**src/rtl/id_ex_stage.sv**
```systemverilog
// id_ex_stage: ID/EX pipeline register for the five-stage RISC-V core.
// Registers decoded operands and control for EX. Detects load-use hazards:
// it stalls PC and IF/ID and inserts a bubble. Branch/jump flushes from EX
// also insert a bubble. Load-use bubbles are counted in bubble_count.
// Optional feature macro: ID_EX_WB_BYPASS_EN. When it is defined, the WB
// write data is forwarded into the operands captured from ID.
module id_ex_stage #(
   parameter int unsigned XLEN  = 64,
   parameter int unsigned CNT_W = 32
) (
   input  logic             clk,
   input  logic             rstn,
   input  logic             id_valid,
   input  logic [XLEN-1:0]  id_pc,
   input  logic [4:0]       id_rs1,
   input  logic [4:0]       id_rs2,
   input  logic [4:0]       id_rd,
   input  logic [XLEN-1:0]  id_rs1_data,
   input  logic [XLEN-1:0]  id_rs2_data,
   input  logic [XLEN-1:0]  id_imm,
   input  logic             id_regwrite,
   input  logic             id_memread,
   input  logic             id_memwrite,
   input  logic             id_memtoreg,
   input  logic             id_branch,
   input  logic             id_jump,
   input  logic             id_alusrc,
   input  logic [1:0]       id_aluop,
   input  logic             ex_flush,
   input  logic             wb_regwrite,
   input  logic [4:0]       wb_rd,
   input  logic [XLEN-1:0]  wb_data,
   output logic             ex_valid,
   output logic [XLEN-1:0]  ex_pc,
   output logic [4:0]       ex_rs1,
   output logic [4:0]       ex_rs2,
   output logic [4:0]       ex_rd,
   output logic [XLEN-1:0]  ex_rs1_data,
   output logic [XLEN-1:0]  ex_rs2_data,
   output logic [XLEN-1:0]  ex_imm,
   output logic             ex_regwrite,
   output logic             ex_memread,
   output logic             ex_memwrite,
   output logic             ex_memtoreg,
   output logic             ex_branch,
   output logic             ex_jump,
   output logic             ex_alusrc,
   output logic [1:0]       ex_aluop,
   output logic             stall,
   output logic [CNT_W-1:0] bubble_count
);

   // All EX-side state is kept in one record, so a bubble is simply all-zero.
   typedef struct packed {
      logic            valid;
      logic [XLEN-1:0] pc;
      logic [4:0]      rs1;
      logic [4:0]      rs2;
      logic [4:0]      rd;
      logic [XLEN-1:0] rs1_data;
      logic [XLEN-1:0] rs2_data;
      logic [XLEN-1:0] imm;
      logic            regwrite;
      logic            memread;
      logic            memwrite;
      logic            memtoreg;
      logic            branch;
      logic            jump;
      logic            alusrc;
      logic [1:0]      aluop;
   } ex_t;

   ex_t             ex_d, ex_q;
   logic [CNT_W-1:0] cnt_d, cnt_q;
   logic            lu;
   logic            stall_int;
   logic [XLEN-1:0] rs1_val, rs2_val;

   // Load-use detection. Both rs fields are always compared: a false match
   // costs only one cycle. Flush wins, because the ID instruction is wrong-path.
   always_comb begin
      lu = id_valid && ex_q.valid && ex_q.memread && (ex_q.rd != 5'd0) &&
           ((ex_q.rd == id_rs1) || (ex_q.rd == id_rs2));
      stall_int = lu && !ex_flush;
   end

   // Operand source selection: register file data, or WB data when bypass is built in.
   always_comb begin
      rs1_val = id_rs1_data;
      rs2_val = id_rs2_data;
`ifdef ID_EX_WB_BYPASS_EN
      if (wb_regwrite && (wb_rd != 5'd0) && (wb_rd == id_rs1)) rs1_val = wb_data;
      if (wb_regwrite && (wb_rd != 5'd0) && (wb_rd == id_rs2)) rs2_val = wb_data;
`endif
   end

`ifndef ID_EX_WB_BYPASS_EN
   logic wb_unused;
   assign wb_unused = ^{wb_regwrite, wb_rd, wb_data};
`endif

   // Next EX contents. A flush or a load-use hazard loads a bubble; otherwise
   // the ID fields load as-is. An invalid ID slot still loads its fields, with valid=0.
   always_comb begin
      ex_d = '0;
      if (!(ex_flush || lu)) begin
         ex_d.valid    = id_valid;
         ex_d.pc       = id_pc;
         ex_d.rs1      = id_rs1;
         ex_d.rs2      = id_rs2;
         ex_d.rd       = id_rd;
         ex_d.rs1_data = rs1_val;
         ex_d.rs2_data = rs2_val;
         ex_d.imm      = id_imm;
         ex_d.regwrite = id_regwrite;
         ex_d.memread  = id_memread;
         ex_d.memwrite = id_memwrite;
         ex_d.memtoreg = id_memtoreg;
         ex_d.branch   = id_branch;
         ex_d.jump     = id_jump;
         ex_d.alusrc   = id_alusrc;
         ex_d.aluop    = id_aluop;
      end
   end

   // Bubble counter: counts load-use stalls only and wraps naturally.
   always_comb begin
      cnt_d = cnt_q + {{(CNT_W-1){1'b0}}, stall_int};
   end

   // Pipeline register and counter, with asynchronous clear.
   always_ff @(posedge clk or negedge rstn) begin
      if (!rstn) begin
         ex_q  <= '0;
         cnt_q <= '0;
      end else begin
         ex_q  <= ex_d;
         cnt_q <= cnt_d;
      end
   end

   assign ex_valid     = ex_q.valid;
   assign ex_pc        = ex_q.pc;
   assign ex_rs1       = ex_q.rs1;
   assign ex_rs2       = ex_q.rs2;
   assign ex_rd        = ex_q.rd;
   assign ex_rs1_data  = ex_q.rs1_data;
   assign ex_rs2_data  = ex_q.rs2_data;
   assign ex_imm       = ex_q.imm;
   assign ex_regwrite  = ex_q.regwrite;
   assign ex_memread   = ex_q.memread;
   assign ex_memwrite  = ex_q.memwrite;
   assign ex_memtoreg  = ex_q.memtoreg;
   assign ex_branch    = ex_q.branch;
   assign ex_jump      = ex_q.jump;
   assign ex_alusrc    = ex_q.alusrc;
   assign ex_aluop     = ex_q.aluop;
   assign stall        = stall_int;
   assign bubble_count = cnt_q;

endmodule

```
**config.mk**
```make
export PLATFORM = sky130hd
export DESIGN_NAME = id_ex_stage
export DESIGN_NICKNAME = d
export VERILOG_FILES = /design/src/rtl/id_ex_stage.sv
export SDC_FILE = /design/constraint.sdc
export NUM_CORES = 1
export LEC_CHECK = 0
export ABC_AREA = 1
export CELL_PAD_IN_SITES_DETAIL_PLACEMENT = 1
export CELL_PAD_IN_SITES_GLOBAL_PLACEMENT = 2
export CORE_ASPECT_RATIO = 0.75
export CORE_MARGIN = 4
export CORE_UTILIZATION = 19
export CTS_BUF_LIST = sky130_fd_sc_hd__clkbuf_2 sky130_fd_sc_hd__clkbuf_4 sky130_fd_sc_hd__clkbuf_8
export CTS_CLUSTER_SIZE = 20
export DETAILED_ROUTE_END_ITERATION = 8
export PLACE_DENSITY_LB_ADDON = 0.05
export SETUP_SLACK_MARGIN = 0.3
export SLEW_MARGIN = 20
export SYNTH_ARGS = -nofsm -noshare
export SYNTH_HDL_FRONTEND = slang
export SYNTH_SLANG_ARGS = --single-unit
```
**constraint.sdc**
```tcl
create_clock -name clk -period 2.3 [get_ports clk]
set_input_delay 0.46 -clock clk [delete_from_list [all_inputs] [get_ports clk]]
set_output_delay 0.46 -clock clk [all_outputs]
set_load 0.03 [all_outputs]
```
After elaboration in Yosys (flattened, before gate mapping)
Cells that the tools add are included.
Widths: inputs -> output; s select.
- flip-flop bits (word level): 313
- input bits: 354
- output and inout port bits: 314
- word-level logic and storage cells: 30
- mux-type cells: 1
- reductions and logical operators: 9
- equality and inequality tests: 2
- $add $sub $neg: 1
- operators by type and width (kind ; number):
    $mux 281 ; 1
    $add 32x1->32 ; 1
    $eq 5x5->1 ; 2
    $logic_and 1x1->1 ; 5
    $reduce_bool 5->1 ; 1
    $logic_or 1x1->1 ; 2
    $logic_not 1->1 ; 1

Longest topological paths before layout
- depth after elaboration: 6
- mapped depth: 17
- mapped depth without buffers: 17

Least setup slack after synthesis
No wires, ideal clock.
- path type: reg2reg
- start point: reg ex_q, in the netlist ex_rd[2]
- end point: reg cnt_q[26], in the netlist bubble_count[26]
- arrival: 2.762 ns
- path slack: -0.580 ns
- data required time: 2.182 ns
- stages on the path, launching flop included: 18
- library setup time: 0.118 ns
- path through: dfrtp_1 inv_1 nand2_1 nand2_1 nor2_1 nand3_1 nand2_1 nand2_1 nor2_1 ha_1 ha_1 nand3_1 nor3_2 nand2_1 nor2_2 nand2_1 nand2_1 nand2_1
- cells in the longest elaborated chain, start to end: 5
- RTL lines (item ; RTL line ; source):
    start, declared ; 73 ; ex_t ex_d, ex_q;
    start signal, assigned ; 134 ; ex_q <= '0;
    start signal, assigned ; 137 ; ex_q <= ex_d;
    $eq 5x5->1 or $reduce_bool 5->1 (tied branches) ; 83, 82 ;
    $logic_or 1x1->1 or $logic_and 1x1->1 (tied branches) ; 83, 82 ;
    $logic_and 1x1->1 (*) ; 82 ; lu = id_valid && ex_q.valid && ex_q.memread && (ex_q.rd != 5'd0) &&
    $logic_and 1x1->1 (*) ; 84 ; stall_int = lu && !ex_flush;
    via stall ; 49 ; output logic stall,
    $add 32x1->32 (*) ; 128 ; cnt_d = cnt_q + {{(CNT_W-1){1'b0}}, stall_int};
    via cnt_d[26] ; 74 ; logic [CNT_W-1:0] cnt_d, cnt_q;
    end signal, assigned ; 138 ; cnt_q <= cnt_d;
    end, declared ; 74 ;
Mark *: on every way through the listed nets, which the timed path passes. The rest lies on a longest branch.

Worst setup path after layout
- start point: reg ex_q, in the netlist ex_rd[0]
- end point: out stall
- cells in the longest elaborated chain, start to end: 4
- RTL lines (item ; RTL line):
    $eq 5x5->1 or $reduce_bool 5->1 (tied branches) ; 83, 82
    $logic_or 1x1->1 or $logic_and 1x1->1 (tied branches) ; 83, 82
    $logic_and 1x1->1 (*) ; 82
    $logic_and 1x1->1 (*) ; 84
    end, declared ; 49
Every way passes the cells marked *; elsewhere a longest branch is shown, timed or not.

==> summary.md <==
| Metric | Value |
|---|---|
| Power per standard cell area | 681 nW/um^2 |
| Htree depth | 2 |
| GRT Util Overall | 15.7% |
| Data arrival, critical path | 1970 ps |
| Clock buffer count from CTS | 58 |
| Largest net degree at the start of global routing | 76 |
| Mux cell area share after synthesis | 0% |
| Worst min-delay path class | in2async |
| Share of layout cells above drive strength 1 | 14.3% |
| Total Wirelength | 50200 um |
| Initial Util | 19.3% |
| Number of max-cap violations | 0 |
| Placer Congestion | 0.761 |
| Routed len/inst | 19.0 um |
| Asr flop ratio synth | 100% |
| Number of port buffers | 597 |
| Total negative slack | -492 ps |
| Synth unique cells | 20 |
| Ranking of synthesized cells by area | dfrtp_1 70%, nor2_1 11%, inv_1 10% |
| Status | finished, violations left |
| Final Instance Area | 19900 um^2 |
| Clock buffer depth | 3 |
| Combinational Power Share | 15.1% |
| Commonest cells in the netlist | 316 x nor2_1, 313 x dfrtp_1, 304 x inv_1, 85 x nand2_1, 20 x buf_2 |
| Failing checks | setup timing |
| Sw power | 3.72 mW |
| Syn_area_per_cell | 10.0 um^2 |
| CP max FO | 6 |
| Reg2Reg Depth | 17 |
| Post-Synth Adder-Cell Area | 0.224% |
| Cells after synthesis | 1112 |
| RSZ-0062 raised after global routing | yes |
| Clk pwr share | 41.9% |
| Nets | 2171 |
| Clk_lat worst skew | 650 ps |
| Worst Tran Pin Value | 605 ps |
| Clk sinks | 313 |
| Setup CP Type | reg2out |
| Drt pass-1 iters | 4 |
| Crit end category | output pin |
| Core area | 57700 um^2 |
| P_int | 9.84 mW |
| Switching share of power | 27.4% |
| Vias per cell | 3.63 |
| Vias in the first global route | 10800 |
| Post-route DRC | 0 |
| Sequential group share of total power | 43.0% |
| Pwr Total | 13.6 mW |
| FILL cells | 6602 |
| Startpoint Class | flop |
| Slew headroom | 59.4% |
| Primary FF master, synth | dfrtp_1 |
| Most frequent cell after synthesis | nor2_1 |
| Synthesis-to-layout area growth | 78.4% |
| Post-Syn Nets | 1468 |
| Largest family of logic cells by synthesized area | simple AND/OR/NAND/NOR gates |
| Xor and xnor fraction of the mapped netlist area | 2.12% |
| DPL Wire Length | 39600 um |
| Yosys warns | 0 |
| Final critical-path share of the clock period | 106% |
| Max Clk Rate | 411 MHz |
| Seq/Total Area, Yosys | 70.2% |
| Final Hold Fails | 0 |
| TritonCTS clock tree | done |
| First-pass GRT wire length | 72200 um |
| Post-synthesis compound-gate area fraction | 0% |
| 1st-iter DRT viols | 243 |
| Die Area | 62700 um^2 |
| Number of antenna violations at the first check in global routing | 11 |
| VDD IR max | 447 uV |
| Rows | 76 |
| EDFF count, synth | 0 |
| CTS root buf | clkbuf_8 |
| Slew Limit Fails | 0 |
| Clock-pin transition on the worst setup and hold timing paths | 60 ps |
| Die height | 218 um |
| Worst path required time | 1840 ps |
| Synth Register Bits | 313 |
| Fin Clk Skew | 29.3 ps |
| Die W | 288 um |
| Fin crit period | 2430 ps |
| DP Area | 18700 um^2 |
| DR vias | 9580 |
| Setup-failing EPs final | 7 |
| Detail Route Antenna Nets | 0 |
| Final WS setup | -131 ps |
| Area leader, netlist | dfrtp_1 |
| Gr ovfl total | 0 |
| Simple-Gate Fraction of Synth Area | 15.2% |
| I/O Pins | 668 |
| Cell Area, Synth | 11200 um^2 |
| Leak pwr | 10.9 nW |
| Post-synth top area share | 70.2% |
==> power groups by stage <==
stage / combinational (mW) / sequential [mW] / clock (mW)
after CTS: 2.08 / 5.84 / 6.00
after floorplan: 0.297 / 6.47 / 0
final: 2.04 / 5.83 / 5.68
after global routing: 2.20 / 5.86 / 6.27
after detailed placement: 2.25 / 5.94 / 0
after global placement: 2.25 / 5.94 / 0
==> worst max-delay path: stages (launching register included) <==
cell	delay [ps]
dfrtp_2	460
nor2_2	110
nor2_1	50
nor2_1	120
nand3_1	100
nand2_2	120
nand2_4	70
nor2_4	80
buf_4	120
buf_12	110
==> what timing repair did <==
action | in CTS | in global routing
gates resized for setup | 443 | 26
pin swaps | 14 | 5
hold buffers | 1 | 0
gates cloned | 0 | 2
hold endpoints to repair | 92 | 0
buffers inserted | 6 | 2
setup endpoints to repair | 342 | 102
==> kinds of logic (layout without fill, tap and decap cells) <==
logic type / count (synthesis) / after routing
XOR/XNOR: 27 / 27
adder cells (fa/ha/maj): 2 / 2
buffers and inverters: 337 / 1082
flip-flops: 313 / 313
other: 0 / 3
AND/OR/NAND/NOR: 433 / 433
==> through the flow <==
step | hold slack (ps) | setup WS (ps) | std cells | util, %
2_1_floorplan | 164 | -62.2 | 1112 | -
3_3_place_gp | 373 | -689 | 2524 | 32.4
3_5_place_dp | 374 | -757 | 2524 | 32.4
4_1_cts | 227 | -235 | 2633 | 34.3
5_1_grt | 264 | -298 | 2639 | 34.5
6_report | 294 | -131 | 2640 | 34.5
==> final cells by class <==
| type | count | area (um^2) | area share, % |
|---|---|---|---|
| antenna | 3 | 7.51 | 0.0377 |
| clock buffer | 91 | 1130 | 5.67 |
| clock inverter | 11 | 88.8 | 0.446 |
| inverter | 306 | 1150 | 5.77 |
| multi-input combinational | 462 | 2170 | 10.9 |
| sequential | 313 | 7840 | 39.4 |
| tap | 780 | 976 | 4.90 |
| timing repair buffer | 674 | 6540 | 32.9 |
==> sequential cells by signal, indices dropped and copies added, names as in the netlist <==
register      cells
ex_rs1            5
ex_rs1_data      64
ex_pc            64
ex_branch         1
ex_alusrc         1
ex_memwrite       1
ex_valid          1
ex_memread        1
ex_memtoreg       1
ex_rs2            5
bubble_count     32
ex_jump           1
ex_regwrite       1
ex_imm           64
ex_aluop          2
ex_rs2_data      64
ex_rd             5
==> layout by cell type (no fill, tap or decap), types with 10 or more instances in the layout <==
| cell | count |
|---|---|
| xor2_1 | 14 |
| clkdlybuf4s15_1 | 15 |
| clkdlybuf4s50_1 | 282 |
| clkbuf_4 | 20 |
| xnor2_1 | 12 |
| buf_4 | 46 |
| buf_12 | 15 |
| nor2_1 | 305 |
| dlygate4sd2_1 | 258 |
| nand2_1 | 75 |
| clkbuf_8 | 71 |
| buf_6 | 13 |
| inv_1 | 300 |
| nor2_4 | 10 |
| clkdlybuf4s15_2 | 30 |
| dfrtp_1 | 304 |
==> metal layers <==
layer	track usage, %	part of all wire [%]	vias to the layer above	routed length (um)
li1	-	-	4508	-
met1	16.3	35	4713	17500
met2	29.5	55	263	27700
met3	6.18	7.9	80	3970
met4	3.89	1.8	16	888
met5	0	0.21	-	108
==> worst paths after layout <==
check / from / to / slack (ps)
setup / recovery: ex_rd[0] / stall / -130
hold / removal: rstn / ex_imm[1] / 290
setup reg to reg: ex_rd[0] / bubble_count[24] / -80
hold reg to reg: bubble_count[31] / bubble_count[31] / 480
max in group asynchronous: rstn / bubble_count[12] / 1180
min in group clk: id_imm[29] / ex_imm[29] / 320
(Power assumes the default switching activity.)
